<file path="src/rtl/ahb_pkg.sv">
// Shared AHB definitions: transfer-type encoding and master-port FSM states.
// Imported by every AHB block in the subsystem.
package ahb_pkg;

   typedef enum logic [1:0] {
      HTRANS_IDLE   = 2'b00,
      HTRANS_BUSY   = 2'b01,
      HTRANS_NONSEQ = 2'b10,
      HTRANS_SEQ    = 2'b11
   } htrans_t;

   typedef enum logic [1:0] {
      MST_IDLE = 2'b00,
      MST_ARB  = 2'b01,
      MST_OWN  = 2'b10
   } ahb_mst_state_t;

endpackage

</file>
<file path="src/rtl/ahb_obi_master.sv">
// OBI-style req/gnt/rvalid core port to AHB master port bridge: arbitration,
// pipelined address/data phases with at most one data phase outstanding.
module ahb_obi_master
   import ahb_pkg::*;
#(
   parameter int ADDR_WIDTH = 16
) (
   input  logic                  HCLK,
   input  logic                  HRESETn,
   input  logic                  req_i,
   input  logic                  we_i,
   input  logic [ADDR_WIDTH-1:0] addr_i,
   input  logic [31:0]           wdata_i,
   output logic                  gnt_o,
   output logic                  rvalid_o,
   output logic [31:0]           rdata_o,
   output logic                  HBUSREQ,
   output logic                  HLOCK,
   input  logic                  HGRANT,
   output logic [ADDR_WIDTH-1:0] HADDR,
   output logic [1:0]            HTRANS,
   output logic                  HWRITE,
   output logic [31:0]           HWDATA,
   input  logic [31:0]           HRDATA,
   input  logic                  HREADY
);

   ahb_mst_state_t r_state;
   logic           r_own;
   logic           r_dphase_valid;
   logic           r_dphase_we;
   logic [31:0]    r_hwdata;

   logic           w_own_d;
   logic           w_aphase;
   logic           w_gnt;
   logic           w_rvalid;

   // Ownership only changes on a completed bus cycle.
   assign w_own_d  = HREADY ? HGRANT : r_own;
   // A parked grant lets an address phase start straight from IDLE.
   assign w_aphase = r_own & req_i & (r_state != MST_ARB);
   assign w_gnt    = w_aphase & HREADY;
   assign w_rvalid = r_dphase_valid & HREADY;

   // Ownership bit tracking the arbiter grant.
   always_ff @(posedge HCLK or negedge HRESETn) begin
      if (!HRESETn) begin
         r_own <= 1'b0;
      end else begin
         r_own <= w_own_d;
      end
   end

   // Bus-request FSM.
   always_ff @(posedge HCLK or negedge HRESETn) begin
      if (!HRESETn) begin
         r_state <= MST_IDLE;
      end else begin
         case (r_state)
            MST_IDLE: begin
               if (req_i) begin
                  r_state <= w_own_d ? MST_OWN : MST_ARB;
               end else begin
                  r_state <= MST_IDLE;
               end
            end
            MST_ARB: begin
               if (w_own_d) begin
                  r_state <= MST_OWN;
               end else begin
                  r_state <= MST_ARB;
               end
            end
            MST_OWN: begin
               if (!w_own_d) begin
                  r_state <= req_i ? MST_ARB : MST_IDLE;
               end else if (!req_i && !r_dphase_valid) begin
                  r_state <= MST_IDLE;
               end else begin
                  r_state <= MST_OWN;
               end
            end
            default: r_state <= MST_IDLE;
         endcase
      end
   end

   // Data-phase tracking and registered write data.
   always_ff @(posedge HCLK or negedge HRESETn) begin
      if (!HRESETn) begin
         r_dphase_valid <= 1'b0;
         r_dphase_we    <= 1'b0;
         r_hwdata       <= 32'h0000_0000;
      end else begin
         if (w_gnt) begin
            r_dphase_valid <= 1'b1;
            r_dphase_we    <= we_i;
            if (we_i) begin
               r_hwdata <= wdata_i;
            end else begin
               r_hwdata <= r_hwdata;
            end
         end else if (w_rvalid) begin
            r_dphase_valid <= 1'b0;
            r_dphase_we    <= r_dphase_we;
            r_hwdata       <= r_hwdata;
         end else begin
            r_dphase_valid <= r_dphase_valid;
            r_dphase_we    <= r_dphase_we;
            r_hwdata       <= r_hwdata;
         end
      end
   end

   // Address-phase, request and completion outputs.
   always_comb begin
      HLOCK    = 1'b0;
      HWDATA   = r_hwdata;
      gnt_o    = w_gnt;
      rvalid_o = w_rvalid;
      HTRANS   = HTRANS_IDLE;
      HADDR    = {ADDR_WIDTH{1'b0}};
      HWRITE   = 1'b0;
      rdata_o  = 32'h0000_0000;
      if (w_aphase) begin
         HTRANS = HTRANS_NONSEQ;
         HADDR  = addr_i;
         HWRITE = we_i;
      end else begin
         HTRANS = HTRANS_IDLE;
      end
      if (w_rvalid && !r_dphase_we) begin
         rdata_o = HRDATA;
      end else begin
         rdata_o = 32'h0000_0000;
      end
      case (r_state)
         MST_IDLE: HBUSREQ = 1'b0;
         MST_ARB:  HBUSREQ = 1'b1;
         MST_OWN:  HBUSREQ = req_i | r_dphase_valid;
         default:  HBUSREQ = 1'b0;
      endcase
   end

endmodule

</file>
<file path="config.mk">
export PLATFORM = sky130hd
export DESIGN_NAME = ahb_obi_master
export DESIGN_NICKNAME = d
export VERILOG_FILES = /design/src/rtl/ahb_pkg.sv /design/src/rtl/ahb_obi_master.sv
export SDC_FILE = /design/constraint.sdc
export NUM_CORES = 1
export LEC_CHECK = 0
export ABC_CLOCK_PERIOD_IN_PS = 2100
export BUFFER_PORTS_ARGS = -buffer_cell sky130_fd_sc_hd__clkbuf_2
export CAP_MARGIN = 20
export CORE_ASPECT_RATIO = 0.6
export CORE_MARGIN = 3
export CORE_UTILIZATION = 30
export CTS_BUF_LIST = sky130_fd_sc_hd__clkbuf_2
export CTS_CLUSTER_DIAMETER = 200
export DETAILED_ROUTE_END_ITERATION = 8
export PLACE_DENSITY = 0.7
export SLEW_MARGIN = 20
export SYNTH_ARGS = -nofsm -noshare
export SYNTH_HDL_FRONTEND = slang
export SYNTH_SLANG_ARGS = --single-unit
</file>
<file path="constraint.sdc">
create_clock -name HCLK -period 2.1 [get_ports HCLK]
set_clock_uncertainty 0.15 [all_clocks]
set_input_delay 0.315 -clock HCLK [delete_from_list [all_inputs] [get_ports HCLK]]
set_output_delay 0.315 -clock HCLK [all_outputs]
set_load 0.02 [all_outputs]
</file>
==> impl_table.tex <==
\begin{tabular}{lr}
\hline
Metric & Value \\
\hline
\multicolumn{2}{l}{\textbf{Placed design}} \\
\quad Sum of net half-perimeters after detailed placement & $\sim$4.3 mm \\
\quad Count of placed standard cells including taps & slightly above 400 \\
\quad Minimum setup slack after placement & $\sim$0.13 ns \\
\quad Count of input and output buffers & 170 \\
\quad Routability congestion estimate from global placement & 0.818 \\
\multicolumn{2}{l}{\textbf{Die}} \\
\quad Placeable core region & around 6300 um\^{}2 \\
\quad Number of cell rows & 22 \\
\quad Initial standard-cell utilization of the core & between 30\% and 40\% \\
\quad Chip Height & between 60 and 70 um \\
\quad Number of top-level pins & between 150 and 200 \\
\quad Area enclosed by the die boundary & between 7000 and 8000 um\^{}2 \\
\quad Die Wd & 111 um \\
\multicolumn{2}{l}{\textbf{Critical path}} \\
\quad Data arrival time of the critical path & roughly 1.7 ns \\
\quad Startpoint kind of the worst setup timing path & flop \\
\quad Required time reported for the critical path endpoint & 1.63 ns \\
\quad Top Family by Delay on Critical Path & simple AND/OR/NAND/NOR gates \\
\quad CP bufs+invs & 3 \\
\quad Critical Path End Type & output port \\
\quad Max stage delay cell, worst path & dfrtp\_1 \\
\quad Crit Path Max Fanout & 5 \\
\quad List of cells traversed by the critical path & inv\_2, ha\_4, and3b\_2, buf\_6, and2\_4, buf\_8 \\
\quad Critical path start-end classification & flop to output port \\
\quad Largest stage delay, worst path & $\sim$0.42 ns \\
\multicolumn{2}{l}{\textbf{Timing}} \\
\quad Count of endpoints failing setup in the final report & 19 \\
\quad Number of hold-slack violations in the final timing report & 0 \\
\quad Final critical-path required period & around 2.2 ns \\
\quad Final worst-path setup slack & -0.0801 ns \\
\quad Fraction of the cycle the final worst path needs & 104\% \\
\quad Fmax & $\sim$460 MHz \\
\quad RSZ-0062 raised after global routing & yes \\
\quad Count of pins over their slew limit & 0 \\
\quad Hold slack final & around 0.047 ns \\
\multicolumn{2}{l}{\textbf{Run status}} \\
\quad Violations in the final reports & setup timing \\
\quad Outcome & finished, violations left \\
\multicolumn{2}{l}{\textbf{Power}} \\
\quad Maximum resistive drop on vdd & 0.490 mV \\
\quad Power dissipated by switching net loads & between 1 and 1.5 mW \\
\quad Reg power frac & 37.0\% \\
\quad Switch share & between 30\% and 40\% \\
\quad Power per Cell Area & between 700 and 800 nW/um\^{}2 \\
\quad Combinational Power Share & between 50\% and 60\% \\
\quad Cell internal pwr & approximately 1.9 mW \\
\quad LEAKAGE & roughly 2.1 nW \\
\quad Clock share of power & about 9.7\% \\
\multicolumn{2}{l}{\textbf{Routing}} \\
\quad Detailed Route Iter0 Violations & a little over 60 \\
\quad Overall routed net length & between 7 and 8 mm \\
\quad Post-detailed-route wirelength per cell & between 15 and 20 um \\
\quad Number of routed nets with antenna violations & 0 \\
\quad Number of remaining DRC errors & 0 \\
\quad Per-cell via count in the routed design & between 4 and 5 \\
\quad Total vias in the final route & between 1500 and 2000 \\
\quad Pre-antenna DRT Iters & 4 \\
\multicolumn{2}{l}{\textbf{GRT}} \\
\quad Total overflow reported by the global router & 0 \\
\quad Via count of the first global-routing pass & 1927 \\
\quad GR Util All Layers & between 10\% and 20\% \\
\quad Global-route wire length before repair & 9.79 mm \\
\quad Pin count of the biggest net entering global routing & 33 \\
\quad Number of antenna violations at the first check in global routing & 0 \\
\multicolumn{2}{l}{\textbf{Cells and area}} \\
\quad Final std cells w/o fill & between 400 and 500 \\
\quad Fraction of layout cells with a size suffix above 1 & between 70\% and 80\% \\
\quad Final design utilization & roughly 62\% \\
\quad Growth of design area from synthesis to finish & 96.4\% \\
\quad Post-layout net count & roughly 460 \\
\quad Filler cell count in the final layout & 500 \\
\quad Ant. Diodes & 0 \\
\multicolumn{2}{l}{\textbf{Logic synthesis}} \\
\quad Count of flip-flops with a built-in enable after synthesis & 0 \\
\quad Post-synth ARST share & between 90\% and 100\% \\
\quad Yosys top cell by area & dfrtp\_1 \\
\quad Cells after Synth & $\sim$160 \\
\quad Count of synthesis-stage warnings from yosys & 0 \\
\quad Largest cells by area after synthesis & dfrtp\_1 47\%, mux2\_4 22\%, and2\_1 16\%, buf\_12 3.0\%, ha\_1 2.5\% \\
\quad Flip-flop and latch count after synthesis & 37 \\
\quad Top-count cell post-synth & and2\_1 \\
\quad Average instance area after synthesis & around 13 um\^{}2 \\
\quad Sequential area share after synthesis & between 40 and 50\% \\
\quad Synth cell count leaders & 50 x and2\_1, 37 x dfrtp\_1, 29 x mux2\_4 \\
\quad Post-synth top flop & dfrtp\_1 \\
\quad Share of the synthesized area in the top cell type & about 47\% \\
\quad Number of distinct standard cells referenced by the synthesized netlist & 21 \\
\quad Total standard cell area after synthesis & 1990 um\^{}2 \\
\multicolumn{2}{l}{\textbf{Clock network}} \\
\quad Number of buffers added by the clock tree synthesis step & 5 \\
\quad Clock Sinks & 37 \\
\quad Clock tree root driver cell & clkbuf\_2 \\
\quad H-Tree Level Count & 2 \\
\quad CTS tree & built \\
\quad Clock latency on the worst-skew pair & roughly 0.34 ns \\
\quad Clock-pin slew on the worst setup and hold paths & 0.17 ns \\
\quad Number of buffers on the longest clock path & 2 \\
\multicolumn{2}{l}{\textbf{Hold path}} \\
\quad Path class of the lowest-slack min-delay path & input pin to flop \\
\multicolumn{2}{l}{\textbf{Run}} \\
\quad Number of max-cap violations & 0 \\
\hline
\end{tabular}
[state kept, by name, indices dropped and copies added (netlist names)]
name and count:
HWDATA 32, r_state 2, r_dphase_valid 1, r_dphase_we 1
r_own 1
[kinds of logic after synthesis]
group                    Yosys count  synth area share (%)
adder cells (fa/ha/maj)            4                  2.51
AND/OR/NAND/NOR                   57                  17.8
AO/OA/AOI/OAI                      7                  2.26
multiplexers                      33                  24.1
buffers and inverters             17                  6.60
flip-flops                        37                  46.5
other                              1                 0.188
[power by group through the flow]
stage               Combinational (mW)  Clock (mW)  Sequential (mW)
floorplan                        0.543           0             1.39
global placement                  1.24           0             1.11
detailed placement                1.27           0             1.11
CTS                               1.41       0.315             1.11
global route                      1.70       0.337             1.14
finish                            1.60       0.291             1.11
[worst paths after layout]
| kind | startpoint | end | slack [ns] | depth (start not counted) |
|---|---|---|---|---|
| worst max-delay path | r_state[1] | HADDR[13] | -0.08 | 6 |
| worst min-delay path | wdata_i[0] | HWDATA[0] | 0.05 | 2 |
| worst max register to register | r_state[1] | HWDATA[6] | 0.10 | 6 |
| worst min register to register | HWDATA[7] | HWDATA[7] | 0.38 | 1 |
| max in group asynchronous | HRESETn | HWDATA[0] | 0.93 | 3 |
| min in group asynchronous | HRESETn | r_state[1] | 0.23 | 2 |
[per-layer routing]
layer | routed length [um] | up-vias | part of all wire, % | global-route usage [%]
li1 | - | 921 | - | -
met1 | 2920 | 916 | 40 | 19.1
met2 | 3860 | 67 | 53 | 28.0
met3 | 361 | 12 | 5.0 | 4.39
met4 | 102 | 0 | 1.4 | 2.29
met5 | 0 | - | 0 | 0
[timing repair]
| item | CTS | global route |
|---|---|---|
| setup endpoints to repair | 51 | 53 |
| hold endpoints to repair | 24 | 11 |
| resized for setup | 62 | 171 |
| setup buffers | 7 | 5 |
| cloned | 3 | 3 |
| pin swaps | 13 | 33 |
| hold buffers | 12 | 11 |
[final cells by class]
class / count / area (um^2) / share of cell area, %
Clock buffer: 6 / 30.0 / 0.768
Clock inverter: 1 / 3.75 / 0.0960
Inverter: 5 / 21.3 / 0.544
Multi-Input combinational cell: 103 / 1110 / 28.5
Sequential cell: 37 / 926 / 23.7
Tap cell: 84 / 105 / 2.69
Timing Repair Buffer: 216 / 1710 / 43.8
[cell usage in the layout (no fill, tap or decap), types with 3 or more instances in the layout]
master,n
and2_4,48
mux2_4,29
mux2_2,4
ha_4,3
clkbuf_2,124
dfrtp_1,37
buf_8,19
buf_4,13
dlygate4sd3_1,23
buf_6,41
[stage by stage]
| stage | TNS, ns | total power, mW | area [um^2] |
|---|---|---|---|
| after floorplan | 0 | 1.93 | 1990 |
| after global placement | 0 | 2.36 | 2890 |
| after detailed placement | 0 | 2.38 | 2890 |
| after CTS | -1.04 | 2.83 | 3340 |
| after global routing | -5.00 | 3.18 | 3910 |
| final | -0.935 | 3.00 | 3910 |
Power figures use the tool's default switching activity.
